==> src/rtl/op_decode_queue.sv <==
// ALU opcode queue: opcodes are decoded to a 12-bit one-hot select at enqueue
// and held in a small FIFO alongside an illegal flag; illegal pushes are counted.
module op_decode_queue #(
  parameter int DEPTH = 4,
  parameter int CNT_W = 8
) (
  input  logic                     clk,
  input  logic                     rst_n,
  input  logic                     in_valid,
  input  logic [3:0]               in_op,
  output logic                     in_ready,
  input  logic                     flush,
  output logic                     out_valid,
  input  logic                     out_ready,
  output logic [11:0]              out_onehot,
  output logic                     out_illegal,
  output logic [$clog2(DEPTH):0]   level,
  output logic [CNT_W-1:0]         illegal_cnt
);
  localparam int AW = $clog2(DEPTH);
  localparam int LW = AW + 1;
  localparam logic [LW-1:0] FULL = LW'(DEPTH);

  // entry layout: [12] illegal, [11:0] one-hot select
  logic [12:0]       r_mem [DEPTH];
  logic [AW-1:0]     r_wptr, r_rptr;
  logic [LW-1:0]     r_level;
  logic [CNT_W-1:0]  r_cnt;
  logic [12:0]       w_dec;
  logic              w_push, w_pop;

  always_comb begin
    w_dec = {1'b1, 12'h800};
    case (in_op)
      4'h0: w_dec = {1'b0, 12'h001};
      4'h1: w_dec = {1'b0, 12'h002};
      4'h2: w_dec = {1'b0, 12'h004};
      4'h3: w_dec = {1'b0, 12'h008};
      4'h4: w_dec = {1'b0, 12'h010};
      4'h5: w_dec = {1'b0, 12'h020};
      4'h6: w_dec = {1'b0, 12'h040};
      4'h8: w_dec = {1'b0, 12'h080};
      4'h9: w_dec = {1'b0, 12'h100};
      4'hA: w_dec = {1'b0, 12'h200};
      4'hB: w_dec = {1'b0, 12'h400};
      default: w_dec = {1'b1, 12'h800};
    endcase
  end

  // a full queue refuses the push even when the head is popped that same cycle
  assign in_ready  = (r_level < FULL) && !flush;
  assign out_valid = (r_level != '0);
  assign w_push    = in_valid && in_ready;
  assign w_pop     = out_valid && out_ready && !flush;

  always_ff @(posedge clk or negedge rst_n) begin
    if (!rst_n) begin
      r_wptr  <= '0;
      r_rptr  <= '0;
      r_level <= '0;
      r_cnt   <= '0;
    end else if (flush) begin
      r_wptr  <= '0;
      r_rptr  <= '0;
      r_level <= '0;
    end else begin
      if (w_push) r_wptr <= r_wptr + 1'b1;
      if (w_pop)  r_rptr <= r_rptr + 1'b1;
      case ({w_push, w_pop})
        2'b10:   r_level <= r_level + 1'b1;
        2'b01:   r_level <= r_level - 1'b1;
        default: r_level <= r_level;
      endcase
      if (w_push && w_dec[12] && (r_cnt != '1)) r_cnt <= r_cnt + 1'b1;
    end
  end

  // storage needs no reset: an entry is only visible once level covers it
  always_ff @(posedge clk) begin
    if (w_push) r_mem[r_wptr] <= w_dec;
  end

  assign out_onehot  = out_valid ? r_mem[r_rptr][11:0] : 12'h000;
  assign out_illegal = out_valid ? r_mem[r_rptr][12]   : 1'b0;
  assign level       = r_level;
  assign illegal_cnt = r_cnt;
endmodule
==> config.mk <==
export PLATFORM = sky130hd
export DESIGN_NAME = op_decode_queue
export DESIGN_NICKNAME = d
export VERILOG_FILES = /design/src/rtl/op_decode_queue.sv
export SDC_FILE = /design/constraint.sdc
export NUM_CORES = 1
export LEC_CHECK = 0
export BUFFER_PORTS_ARGS = -buffer_cell sky130_fd_sc_hd__buf_2
export CAP_MARGIN = 20
export CORE_MARGIN = 2
export CORE_UTILIZATION = 30
export CTS_CLUSTER_DIAMETER = 150
export DETAILED_ROUTE_END_ITERATION = 8
export GPL_TIMING_DRIVEN = 0
export HOLD_SLACK_MARGIN = 0.03
export SYNTH_ARGS = -nofsm -noshare
export SYNTH_HDL_FRONTEND = slang
export SYNTH_SLANG_ARGS = --single-unit
==> constraint.sdc <==
create_clock -name clk -period 3.25 [get_ports clk]
set_input_delay 0.1625 -clock clk [delete_from_list [all_inputs] [get_ports clk]]
set_output_delay 0.1625 -clock clk [all_outputs]
set_load 0.1 [all_outputs]
Word-level counts from Yosys, hierarchy flattened
Memory sizes are Yosys's and may differ from the RTL's.
Cells that the tools add are included.

cells by class
  add/subtract/negate cells = 5
  $lt $le $gt $ge = 1
  equal/unequal tests = 3
  mux-type cells = 10
  bitwise operators = 1
  reductions and logical operators = 12

operator list
  operator                                              count
  two-way mux 12 bit                                    1
  adder 8 x 1 -> 8 bit (second input constant)          1
  two-way mux 2 bit                                     4
  != test 8 bit (second input constant)                 1
  logical AND 1 bit                                     6
  one-hot mux 3 bit (2 select lines)                    1
  nonzero test 3 bit                                    2
  adder 2 x 1 -> 2 bit (second input constant)          2
  nonzero test 2 bit                                    2
  adder 3 x 1 -> 3 bit (second input constant)          1
  < comparator 3 bit (second input constant)            1
  two-way mux 1 bit                                     3
  two-way mux 3 bit                                     1
  subtractor 3 x 1 -> 3 bit (second input constant)     1
  equality test 2 x 1 -> 1 bit (second input constant)  1
  equality test 2 bit (second input constant)           1
  AND reduction 2 bit                                   1
  logical NOT 1 bit                                     1
  NOT 1 bit                                             1

storage, ports and cells
  register bits = 15
  memory bits (writable) = 52
  memory bits (read-only) = 208
  bits of input ports = 9
  output and inout bits = 26
  logic and storage cells = 38
  memories kept = 2

memory list
  memory           depth  width  rd ports  clocked after Yosys merged registers in  wr ports  line  text
  (no name shown)  16     13     1         0                                        0         34    case (in_op)
  r_mem            4      13     1         0                                        1         25    logic [12:0] r_mem [DEPTH];

Depth between registers and ports, before layout
  depth in word-level cells = 6
  mapped depth = 8
  gate-level depth less buffers = 7

Worst setup path before layout
OpenSTA, ideal clock, no wires.

  kind = reg2out
  start = register r_level[2] (netlist: level[2])
  end = output port out_onehot[10]
  arrival = 3.272 ns
  data required time = 3.087 ns
  setup slack = -0.184 ns
  stages on the path, launching flop included = 5
  path buffers = 2
  cell sequence = dfrtp_1 -> buf_2 -> or3_1 -> clkbuf_1 -> and2_1

between the ends
  cells in the longest elaborated chain, start to end = 2

RTL lines
  what                    line  text
  start, declared         27    logic [LW-1:0] r_level;
  start signal, assigned  70    2'b10: r_level <= r_level + 1'b1;
  start signal, assigned  71    2'b01: r_level <= r_level - 1'b1;
  start signal, assigned  72    default: r_level <= r_level;
  nonzero test 3 bit      52    assign out_valid = (r_level != '0);
  net out_valid           13    output logic out_valid,
  two-way mux 12 bit      83    assign out_onehot = out_valid ? r_mem[r_rptr][11:0] : 12'h000;
  end, declared           15    output logic [11:0] out_onehot,

The timed path passes the listed nets, and every way through them passes these cells.

Worst setup path after layout
  start = register r_rptr[0]
  end = output port out_onehot[7]

between the ends
  cells in the longest elaborated chain, start to end = 2

RTL lines
  what                      line  text
  start, declared           26    logic [AW-1:0] r_wptr, r_rptr;
  start signal, assigned    68    if (w_pop) r_rptr <= r_rptr + 1'b1;
  memory read (4 x 13 bit)  --
  two-way mux 12 bit        83

Every way passes these cells.

==> flow_summary.ini <==
[grt]
grt_pass1_wl_microns = 8150
grt_pass1_vias = 1564
antenna_found_initial = 0
grt_max_degree = 16
gr-usage-all-layers_pct = 11.2
overflow = 0

[sta]
rsz0062_at_grt = false
setup_slack_ps = 831
fin_crit_ps = 2420
hold_viol_final = 0
period_share_pct = 74.4
setup_viol = 0
clock_skew_ps = 7.65
fmax_ghz = 0.413
max_slew_margin_pct = 51.9
tightest_slew_ps = 722
slew_violations = 0
fin_tns_setup_ps = 0

[finish]
nets = 237
fin_area_sq_um = 3320
drive_gt1_share_pct = 32.2
fill_cells = 881
areaGrowthSynthToFinish_pct = 19.5
final-instance-count-excl-fill = 338
antenna_cells = 0

[run]
cap_violations = 0

[logic_synthesis]
synthesis.area_sq_um = 2780
synth_most_common_cell = edfxtp_1
ys_ff_latch = 63
synth_largest_area_cell = edfxtp_1
yosys-top-cells-area = edfxtp_1 52%, dfrtp_1 14%, mux4_2 9.7%
syn_inst = 177
synth_nets = 192
ys_seq_area_share_pct = 65.5
yosysUniqueCellTypes = 33
postSynth.asyncResetShare_pct = 23.8
netlist.area_leader.share_pct = 51.9
synthFlopType = edfxtp_1
ys_top_cells_by_count = 48 x edfxtp_1, 17 x and2_1, 15 x dfrtp_1, 15 x nor2_1, 12 x mux4_2
synth_edf_count = 48
syn_avg_cell_area_sq_um = 15.7
yosys_warnings = 0

[worst_setup_path]
r2r_slack_ps = 1270
cpMaxStageDelayCell = mux4_2
startpoint_type = register
crit-reg2reg-launch = level[2]
reg2regPathDepth = 7
cp.arrival_ps = 2260
cp.required_ps = 3090
path_cells = buf_2 -> buf_2 -> mux4_2 -> and2_1 -> buf_2
startpoint = r_rptr[0]
endpoint_kind = output pin
cp_max_fo = 10
rr_endpoint = level[2]
path_class = reg2out
path_common_cell = buf_2
slowest_delay_ps = 550
endpoint = out_onehot[7]

[route]
ant_nets = 0
drc_errors = 0
vias_per_cell = 4.60
drtPass1Iterations = 4
dr_total_vias = 1555
first_iter_violations = 89
totalWireLength_microns = 5060
drt-wirelength-per-cell_microns = 15.0

[floorplan]
die_y_microns = 100
initial_core_util_pct = 30.5
dieArea_sq_um = 10000
rows = 35
ios = 35
core_sq_um = 9110
die_width_microns = 100

[clock_network]
cts_tree = yes
htree_levels = 3
cts_sinks = 63
cts_max_path_buffers = 2
cts_buffers = 9
clockRootBuffer = clkbuf_8
clk_latency_ps = 350
cts_setup_buffers = 0
cts.reportedPaths.clkPinSlew_ps = 70

[place]
placed_cells = 320
dpl.hpwl_microns = 3390
dp_slack_ps = 1150
place_congestion = 0.734
port_buffers = 32
postPlaceCellArea_sq_um = 3080

[power_and_ir_drop]
p_leak_nw = 1.27
p_total_mw = 3.07
peakVddDrop_uv = 508
power.density_nw_per_um2 = 927

[hold_path]
hold_path.class = in2reg

[outcome]
status = finished clean
cell type report:
cell class              instances  area, sq um  area share, %
flip-flops and latches         63         1820           54.8
multi-input cells             101          895           27.0
repair buffers                 34          180           5.43
well taps                     111          139           4.19
clock buffers                   9          124           3.74
clock inverters                 7         96.3           2.91
plain buffers                   8         46.3           1.40
inverters                       5         18.8          0.566
how the worst min path moves through the flow:
stage | end | startpoint | slack [ps] | depth (start not counted)
finish | level[2] | out_ready | 180 | 4
global route | r_rptr[1] | out_ready | 210 | 4
CTS | level[2] | out_ready | 170 | 4
detailed placement | level[0] | rst_n | 100 | 1
global placement | level[1] | rst_n | 90 | 1
floorplan | illegal_cnt[0] | rst_n | -130 | 0
state kept, by name (all words and copies together), names as in the netlist:
signal	cells
r_mem	48
r_rptr	2
r_wptr	2
illegal_cnt	8
level	3
critical path, delay by kind of cell (launching register included):
kind	cells	cell delay, ps
buffers and inverters	3	870
flip-flops	1	320
multiplexers	1	550
AND/OR/NAND/NOR	1	170
cell usage in the layout, fill, tap and decap left out, drive strengths merged, types with 6 or more instances in the layout:
master	netlist	layout
nor2	15	15
xor2	7	7
buf	6	38
and2	18	18
mux4	12	12
edfxtp	48	48
inv	5	6
nor3	11	11
dfrtp	15	15
clkbuf	2	11
through the flow:
step | hold slack (ps) | utilization, %
2_1_floorplan | -133 | -
3_3_place_gp | 91.6 | 33.8
3_5_place_dp | 96.0 | 33.8
4_1_cts | 169 | 36.4
5_1_grt | 209 | 36.4
6_report | 177 | 36.4
timing repair:
action,CTS,global route
hold buffers,2,0
endpoints found under the hold margin,21,0
gates resized for setup,0,0
per-layer routing:
metal / GRT usage, % / vias to the layer above / wire [microns]
met5: 0 / - / 0
met4: 3.48 / 0 / 65
met3: 5.29 / 5 / 304
met2: 16.5 / 43 / 2310
met1: 14.6 / 763 / 2380
li1: - / 744 / -
where the power goes:
part,internal [mW],switching [mW]
Sequential,0.937,0.0619
Clock,0.432,0.315
Combinational,0.264,1.06
Total,1.63,1.44
kinds of logic (layout without fill, tap and decap cells):
group                      count (synthesis)  in the layout  share of synthesized area [%]
buffers and inverters                     13             63                           2.30
AOI/OAI and AO/OA                          9              9                           2.84
muxes                                     14             14                           10.5
xor gates and xnor gates                  10             10                           3.16
and+or+nand+nor                           62             62                           12.8
DFF                                       63             63                           65.5
adders and majority gates                  6              6                           2.98
Power figures use the tool's default switching activity.
